**src/rtl/multdiv_iter_if.sv**
```systemverilog
// Operand, control and result bundle between the execute stage and the
// iterative multiply/divide unit.
interface multdiv_iter_if #(
  parameter int WIDTH = 32
);
  logic [WIDTH-1:0] data_operandA;
  logic [WIDTH-1:0] data_operandB;
  logic             ctrl_MULT;
  logic             ctrl_DIV;
  logic [WIDTH-1:0] data_result;
  logic             data_exception;
  logic             data_resultRDY;
  logic             busy;

  modport master (
    output data_operandA, data_operandB, ctrl_MULT, ctrl_DIV,
    input  data_result, data_exception, data_resultRDY, busy
  );

  modport slave (
    input  data_operandA, data_operandB, ctrl_MULT, ctrl_DIV,
    output data_result, data_exception, data_resultRDY, busy
  );
endinterface

```
**src/rtl/multdiv_iter.sv**
```systemverilog
// Iterative signed multiply (radix-2 shift-add) and divide (restoring) unit.
// Both operate on operand magnitudes; the sign is applied on completion.
module multdiv_iter #(
  parameter int WIDTH = 32,
  parameter int ITER  = WIDTH
) (
  input logic           clock,
  input logic           reset,
  multdiv_iter_if.slave bus
);

  typedef enum logic [1:0] {IDLE, MUL, DIV, DONE} state_t;

  localparam int CW = $clog2(ITER + 1);

  state_t             state_q, state_d;
  logic [CW-1:0]      count_q, count_d;
  logic [WIDTH-1:0]   opnd_q, opnd_d;
  logic [2*WIDTH-1:0] acc_q, acc_d;
  logic               neg_q, neg_d;
  logic               dz_q, dz_d;
  logic [WIDTH-1:0]   result_q, result_d;
  logic               exc_q, exc_d;
  logic               rdy_q, rdy_d;
  logic               busy_q, busy_d;

  logic               start;
  logic               last_step;
  logic [WIDTH-1:0]   a_mag, b_mag;
  logic [WIDTH:0]     mul_sum;
  logic [2*WIDTH-1:0] mul_next;
  logic [2*WIDTH-1:0] mul_prod;
  logic               mul_ovf;
  logic [WIDTH:0]     div_shift;
  logic [WIDTH:0]     div_diff;
  logic [2*WIDTH-1:0] div_next;
  logic [WIDTH-1:0]   div_quot;
  logic               div_ovf;

  function automatic logic [WIDTH-1:0] magnitude(input logic [WIDTH-1:0] v);
    return v[WIDTH-1] ? (~v + 1'b1) : v;
  endfunction

  assign start     = bus.ctrl_MULT | bus.ctrl_DIV;
  assign last_step = (count_q == CW'(ITER - 1));
  assign a_mag     = magnitude(bus.data_operandA);
  assign b_mag     = magnitude(bus.data_operandB);

  always_ff @(posedge clock or posedge reset) begin
    if (reset) begin
      state_q  <= IDLE;
      count_q  <= '0;
      opnd_q   <= '0;
      acc_q    <= '0;
      neg_q    <= 1'b0;
      dz_q     <= 1'b0;
      result_q <= '0;
      exc_q    <= 1'b0;
      rdy_q    <= 1'b0;
      busy_q   <= 1'b0;
    end else begin
      state_q  <= state_d;
      count_q  <= count_d;
      opnd_q   <= opnd_d;
      acc_q    <= acc_d;
      neg_q    <= neg_d;
      dz_q     <= dz_d;
      result_q <= result_d;
      exc_q    <= exc_d;
      rdy_q    <= rdy_d;
      busy_q   <= busy_d;
    end
  end

  // A start pulse overrides whatever is in flight; multiply has priority.
  always_comb begin
    state_d = state_q;
    if (start) begin
      state_d = bus.ctrl_MULT ? MUL : DIV;
    end else begin
      case (state_q)
        IDLE:    state_d = IDLE;
        MUL:     if (last_step) state_d = DONE;
        DIV:     if (last_step) state_d = DONE;
        DONE:    state_d = IDLE;
        default: state_d = IDLE;
      endcase
    end
  end

  // acc_q holds {partial product, multiplier} or {remainder, dividend/quotient}.
  always_comb begin
    mul_sum  = {1'b0, acc_q[2*WIDTH-1:WIDTH]} +
               (acc_q[0] ? {1'b0, opnd_q} : {(WIDTH+1){1'b0}});
    mul_next = {mul_sum, acc_q[WIDTH-1:1]};
    mul_prod = neg_q ? (~mul_next + 1'b1) : mul_next;
    mul_ovf  = ~((&mul_prod[2*WIDTH-1:WIDTH-1]) | ~(|mul_prod[2*WIDTH-1:WIDTH-1]));

    div_shift = {acc_q[2*WIDTH-1:WIDTH], acc_q[WIDTH-1]};
    div_diff  = div_shift - {1'b0, opnd_q};
    div_next  = div_diff[WIDTH] ? {div_shift[WIDTH-1:0], acc_q[WIDTH-2:0], 1'b0}
                                : {div_diff[WIDTH-1:0],  acc_q[WIDTH-2:0], 1'b1};
    div_quot  = neg_q ? (~div_next[WIDTH-1:0] + 1'b1) : div_next[WIDTH-1:0];
    div_ovf   = ~neg_q & div_next[WIDTH-1];
  end

  always_comb begin
    count_d  = count_q;
    opnd_d   = opnd_q;
    acc_d    = acc_q;
    neg_d    = neg_q;
    dz_d     = dz_q;
    result_d = result_q;
    exc_d    = exc_q;
    rdy_d    = 1'b0;
    busy_d   = busy_q;
    if (start) begin
      count_d = '0;
      busy_d  = 1'b1;
      neg_d   = bus.data_operandA[WIDTH-1] ^ bus.data_operandB[WIDTH-1];
      dz_d    = ~bus.ctrl_MULT & (bus.data_operandB == '0);
      if (bus.ctrl_MULT) begin
        opnd_d = a_mag;
        acc_d  = {{WIDTH{1'b0}}, b_mag};
      end else begin
        opnd_d = b_mag;
        acc_d  = {{WIDTH{1'b0}}, a_mag};
      end
    end else begin
      case (state_q)
        MUL: begin
          acc_d   = mul_next;
          count_d = count_q + 1'b1;
          if (last_step) begin
            count_d  = '0;
            result_d = mul_prod[WIDTH-1:0];
            exc_d    = mul_ovf;
            rdy_d    = 1'b1;
            busy_d   = 1'b0;
          end
        end
        DIV: begin
          acc_d   = div_next;
          count_d = count_q + 1'b1;
          if (last_step) begin
            count_d  = '0;
            result_d = dz_q ? '0 : div_quot;
            exc_d    = dz_q | div_ovf;
            rdy_d    = 1'b1;
            busy_d   = 1'b0;
          end
        end
        default: begin
        end
      endcase
    end
  end

  always_comb begin
    bus.data_result    = result_q;
    bus.data_exception = exc_q;
    bus.data_resultRDY = rdy_q;
    bus.busy           = busy_q;
  end

endmodule

```
**src/flat_wrapper.sv**
```systemverilog
// flat-port wrapper written by rule: the top's interface ports become plain ports
module multdiv_iter_flat 
#(
  parameter int WIDTH = 32,
  parameter int ITER  = WIDTH
)
  (clock, reset, bus_data_operandA, bus_data_operandB, bus_ctrl_MULT, bus_ctrl_DIV, bus_data_result, bus_data_exception, bus_data_resultRDY, bus_busy);
  multdiv_iter_if #(.WIDTH(WIDTH)) bus_i ();
  input logic clock;
  input logic reset;
  input wire logic [$bits(bus_i.data_operandA)-1:0] bus_data_operandA;
  input wire logic [$bits(bus_i.data_operandB)-1:0] bus_data_operandB;
  input wire logic [$bits(bus_i.ctrl_MULT)-1:0] bus_ctrl_MULT;
  input wire logic [$bits(bus_i.ctrl_DIV)-1:0] bus_ctrl_DIV;
  output wire logic [$bits(bus_i.data_result)-1:0] bus_data_result;
  output wire logic [$bits(bus_i.data_exception)-1:0] bus_data_exception;
  output wire logic [$bits(bus_i.data_resultRDY)-1:0] bus_data_resultRDY;
  output wire logic [$bits(bus_i.busy)-1:0] bus_busy;
  assign bus_i.data_operandA = bus_data_operandA;
  assign bus_i.data_operandB = bus_data_operandB;
  assign bus_i.ctrl_MULT = bus_ctrl_MULT;
  assign bus_i.ctrl_DIV = bus_ctrl_DIV;
  assign bus_data_result = bus_i.data_result;
  assign bus_data_exception = bus_i.data_exception;
  assign bus_data_resultRDY = bus_i.data_resultRDY;
  assign bus_busy = bus_i.busy;
  multdiv_iter #(.WIDTH(WIDTH), .ITER(ITER)) u_core (.clock(clock), .reset(reset), .bus(bus_i));
endmodule
```
**config.mk**
```make
export PLATFORM = sky130hd
export DESIGN_NAME = multdiv_iter_flat
export DESIGN_NICKNAME = d
export VERILOG_FILES = /design/src/rtl/multdiv_iter_if.sv /design/src/rtl/multdiv_iter.sv /design/src/flat_wrapper.sv
export SDC_FILE = /design/constraint.sdc
export NUM_CORES = 1
export LEC_CHECK = 0
export BUFFER_PORTS_ARGS = -buffer_cell sky130_fd_sc_hd__buf_2
export CORE_MARGIN = 1.5
export CORE_UTILIZATION = 40
export CTS_BUF_LIST = sky130_fd_sc_hd__clkbuf_4
export DETAILED_ROUTE_END_ITERATION = 8
export GPL_TIMING_DRIVEN = 0
export PLACE_DENSITY_LB_ADDON = 0.1
export SYNTH_ARGS = -nofsm -noshare
export SYNTH_HDL_FRONTEND = slang
export SYNTH_SLANG_ARGS = --single-unit
export TNS_END_PERCENT = 10
```
**constraint.sdc**
```tcl
create_clock -name clock -period 5.5 [get_ports clock]
set_clock_uncertainty 0.2 [all_clocks]
set_input_delay 0.55 -clock clock [delete_from_list [all_inputs] [get_ports clock]]
set_output_delay 0.55 -clock clock [all_outputs]
set_load 0.01 [all_outputs]
```
==> flow_summary.yaml <==
clocking:
  cts_made_buffers: 17
  clk_path_buf_depth: 2
  clk_pin_slew_ns: 0.13
  clkLatencyLatePin_ns: 0.64
  cts_tree: "yes"
  cts_sinks: 141
  cts_root_buf: "clkbuf_4"
  htreeDepth: 4
global_routing:
  grt_max_degree: 80
  antenna_found_initial: 1
  gr-usage-all-layers_pct: 31.5
  grt-ovfl-total: 0
  grt_pass1_vias: 15300
  grt_pass1_wl_mm: 93.4
placed_design:
  preCtsSetupSlack_ns: -1.23
  hpwl_mm: 49.4
  placement.io_buffers: 101
  gp_congestion: 0.960
power:
  ir_worst_vdd_uv: 132
  power.total_mw: 3.59
  p_leak_nw: 7.26
  p_per_area_nw_per_um2: 210
floorplan:
  core_area_um2: 37600
  rows: 71
  dieWidth_um: 198
  initial_core_util_pct: 40.5
  design.die.area_um2: 39200
  ios: 103
  die_h_um: 198
synth:
  synth_seq_cells: 141
  synth-edff-count: 0
  synth-seq-area-share_pct: 23.2
  netlist_area_um2: 15200
  netlist.area_leader.share_pct: 23.2
  yosysMostFrequentCell: "nor2_1"
  ys.flop_type: "dfrtp_1"
  syn_avg_cell_area_um2: 7.44
  netlist_top_cells_count: "nor2_1 (223), a21oi_1 (195), nand2_1 (178)"
  synthesis.nets: 2185
  synthCells: 2044
  yosysUniqueCellTypes: 90
  yosysWarningCount: 0
  synth_top_area_cell: "dfrtp_1"
  async_reset_ff_share_pct: 100
  ys_top_cells_by_area: "dfrtp_1 (23%), a21oi_1 (6.4%), xnor2_1 (6.3%), ha_1 (5.8%), o21ai_0 (5.8%)"
worst_setup_path:
  cp_data_arrival_time_ns: 5.72
  rr_endpoint: "u_core.bus.data_exception"
  worstSetupStartpoint: "u_core.acc_q[0]"
  rr_worst_depth: 18
  rr_startpoint: "u_core.acc_q[0]"
  critPathRequiredTime_ns: 5.81
  end_kind: "flop"
  cp-start-kind: "flop"
  regToRegSetupSlack_ns: 0.09
  crit_type: "reg2reg"
  crit_end: "u_core.bus.data_exception"
  cp_max_fo: 10
timing:
  worst_pin_slew_ns: 1.46
  finalSetupViolations: 0
  slew_headroom_pct: 2.56
  timing.fmax_ghz: 0.185
  worst_slack_ns: 0.0877
  final_hold_viol_count: 0
  period_share_pct: 98.4
  whs_ns: 0.0451
  drv_slew: 0
  min_period_ns: 5.41
route:
  firstDrtPassIters: 6
  totalWireLength_mm: 62.3
  drtAntennaViolNets: 0
  drc: 0
  routedWlPerCell_um: 23.0
  routed_via_density: 6.16
  drtIter0Drc: 1497
  vias: 16700
run:
  max-cap-violations: 0
status:
  status: "completed"
final_layout:
  nFillCells: 3981
  nets: 2320
  syn2layout_area_growth_pct: 12.3
  layout-drive-gt1-share_pct: 11.9
min_path:
  min-delay-path-class: "in2reg"
## metal layers
layer / wire, um / global-route usage [%]
met1: 28400 / 44.9
met2: 27600 / 48.4
met3: 5000 / 6.39
met4: 1260 / 7.52
met5: 0 / 0
## final cells by class
class	instances	area [um^2]	area share, %
Multi-Input combinational cell	1691	11100	65.2
Buffer	143	579	3.39
Timing Repair Buffer	123	696	4.07
Clock inverter	11	100	0.586
Antenna cell	1	2.50	0.0146
Tap cell	511	639	3.74
Clock buffer	21	158	0.922
Inverter	62	245	1.43
Sequential cell	141	3530	20.7
## where the power goes
part / internal (mW) / switching, mW
clock: 0.280 / 0.422
combinational: 0.595 / 1.12
sequential: 1.11 / 0.0709
total: 1.98 / 1.61
## placed cells by master (no fill, tap or decap), types with 14 or more instances in the layout
master    synthesis  layout
o21ai_0         177     172
nand2b_1         26      26
nand2_1         178     178
a31oi_1          17      17
mux2i_1          45      45
nor2b_1          14      14
o211ai_1         35      35
a211oi_1         46      41
xnor2_1         110     108
nand3_1          43      43
o41ai_1          15      15
a22oi_1          25      25
dfrtp_1         141     139
a21oi_1         195     190
inv_1            57      56
clkbuf_1        124     105
or4_1            18      16
o31ai_1          37      37
xor2_1           72      70
buf_1            18      16
nor2_1          223     220
a21o_1           44      44
clkbuf_4          0      22
and3_1           17      17
buf_4             0      19
buf_2             6     109
nand4_1          23      23
nor3_1           30      28
or3_1            25      23
ha_1             71      70
## sequential cells by signal, indices dropped and copies added, names as in the netlist
name                       cells
u_core.dz_q                    1
u_core.bus.data_resultRDY      1
u_core.acc_q                  64
u_core.bus.data_exception      1
u_core.bus.data_result        32
u_core.count_q                 6
u_core.neg_q                   1
u_core.opnd_q                 32
u_core.state_q                 2
u_core.bus.busy                1
## worst min-delay path by stage
stage,from,to,slack [ns],cells past startpoint
2_1_floorplan,u_core.count_q[5],u_core.count_q[5],0.25,1
5_1_grt,bus_data_operandA[0],u_core.opnd_q[0],0.02,3
6_report,bus_data_operandA[0],u_core.opnd_q[0],0.05,3
3_5_place_dp,u_core.bus.data_result[14],u_core.bus.data_result[14],0.26,2
3_3_place_gp,u_core.bus.data_result[1],u_core.bus.data_result[1],0.26,2
4_1_cts,bus_data_operandA[0],u_core.opnd_q[0],0.002,3
## cells by family after synthesis
kind of cell	after synthesis	synth area share (%)
mux	46	3.03
xor+xnor	182	10.5
simple gates	680	21.9
flops	141	23.2
compound gates	710	29.9
buf+inv	212	5.34
fa+ha+maj	73	6.10
## what timing repair did
| action | 4_1_cts | 5_1_grt |
|---|---|---|
| hold endpoints to repair | 63 | 0 |
| hold buffers | 2 | 0 |
| gates resized for setup | 42 | 52 |
| setup endpoints to repair | 59 | 13 |
| pin swaps | 6 | 13 |
| setup buffers | 7 | 12 |
## critical path, cell delays in order, from the launching register on
cell and delay [ns]:
dfrtp_2 0.50, clkinv_4 0.16, buf_2 0.22, nor2_2 0.20, ha_1 0.35, a21oi_1 0.33, o211ai_1 0.25, a211o_1 0.38
a31oi_1 0.34, xnor2_1 0.23, a211oi_2 0.31, buf_4 0.18, and4b_4 0.28, nand2b_4 0.09, or3b_1 0.36, a211o_1 0.30
a211oi_1 0.25, and4bb_2 0.31, o31ai_2 0.06
## through the flow
step           util (%)  cell area, um^2  setup TNS (ns)  std cells
4_1_cts            44.9            16900               0       2696
6_report           45.5            17100               0       2704
5_1_grt            45.5            17100         -0.0153       2704
2_1_floorplan         -            15200               0       2044
3_5_place_dp       43.6            16400          -23.41       2657
3_3_place_gp       43.5            16400         -183.86       2656
Power figures use the tool's default switching activity.
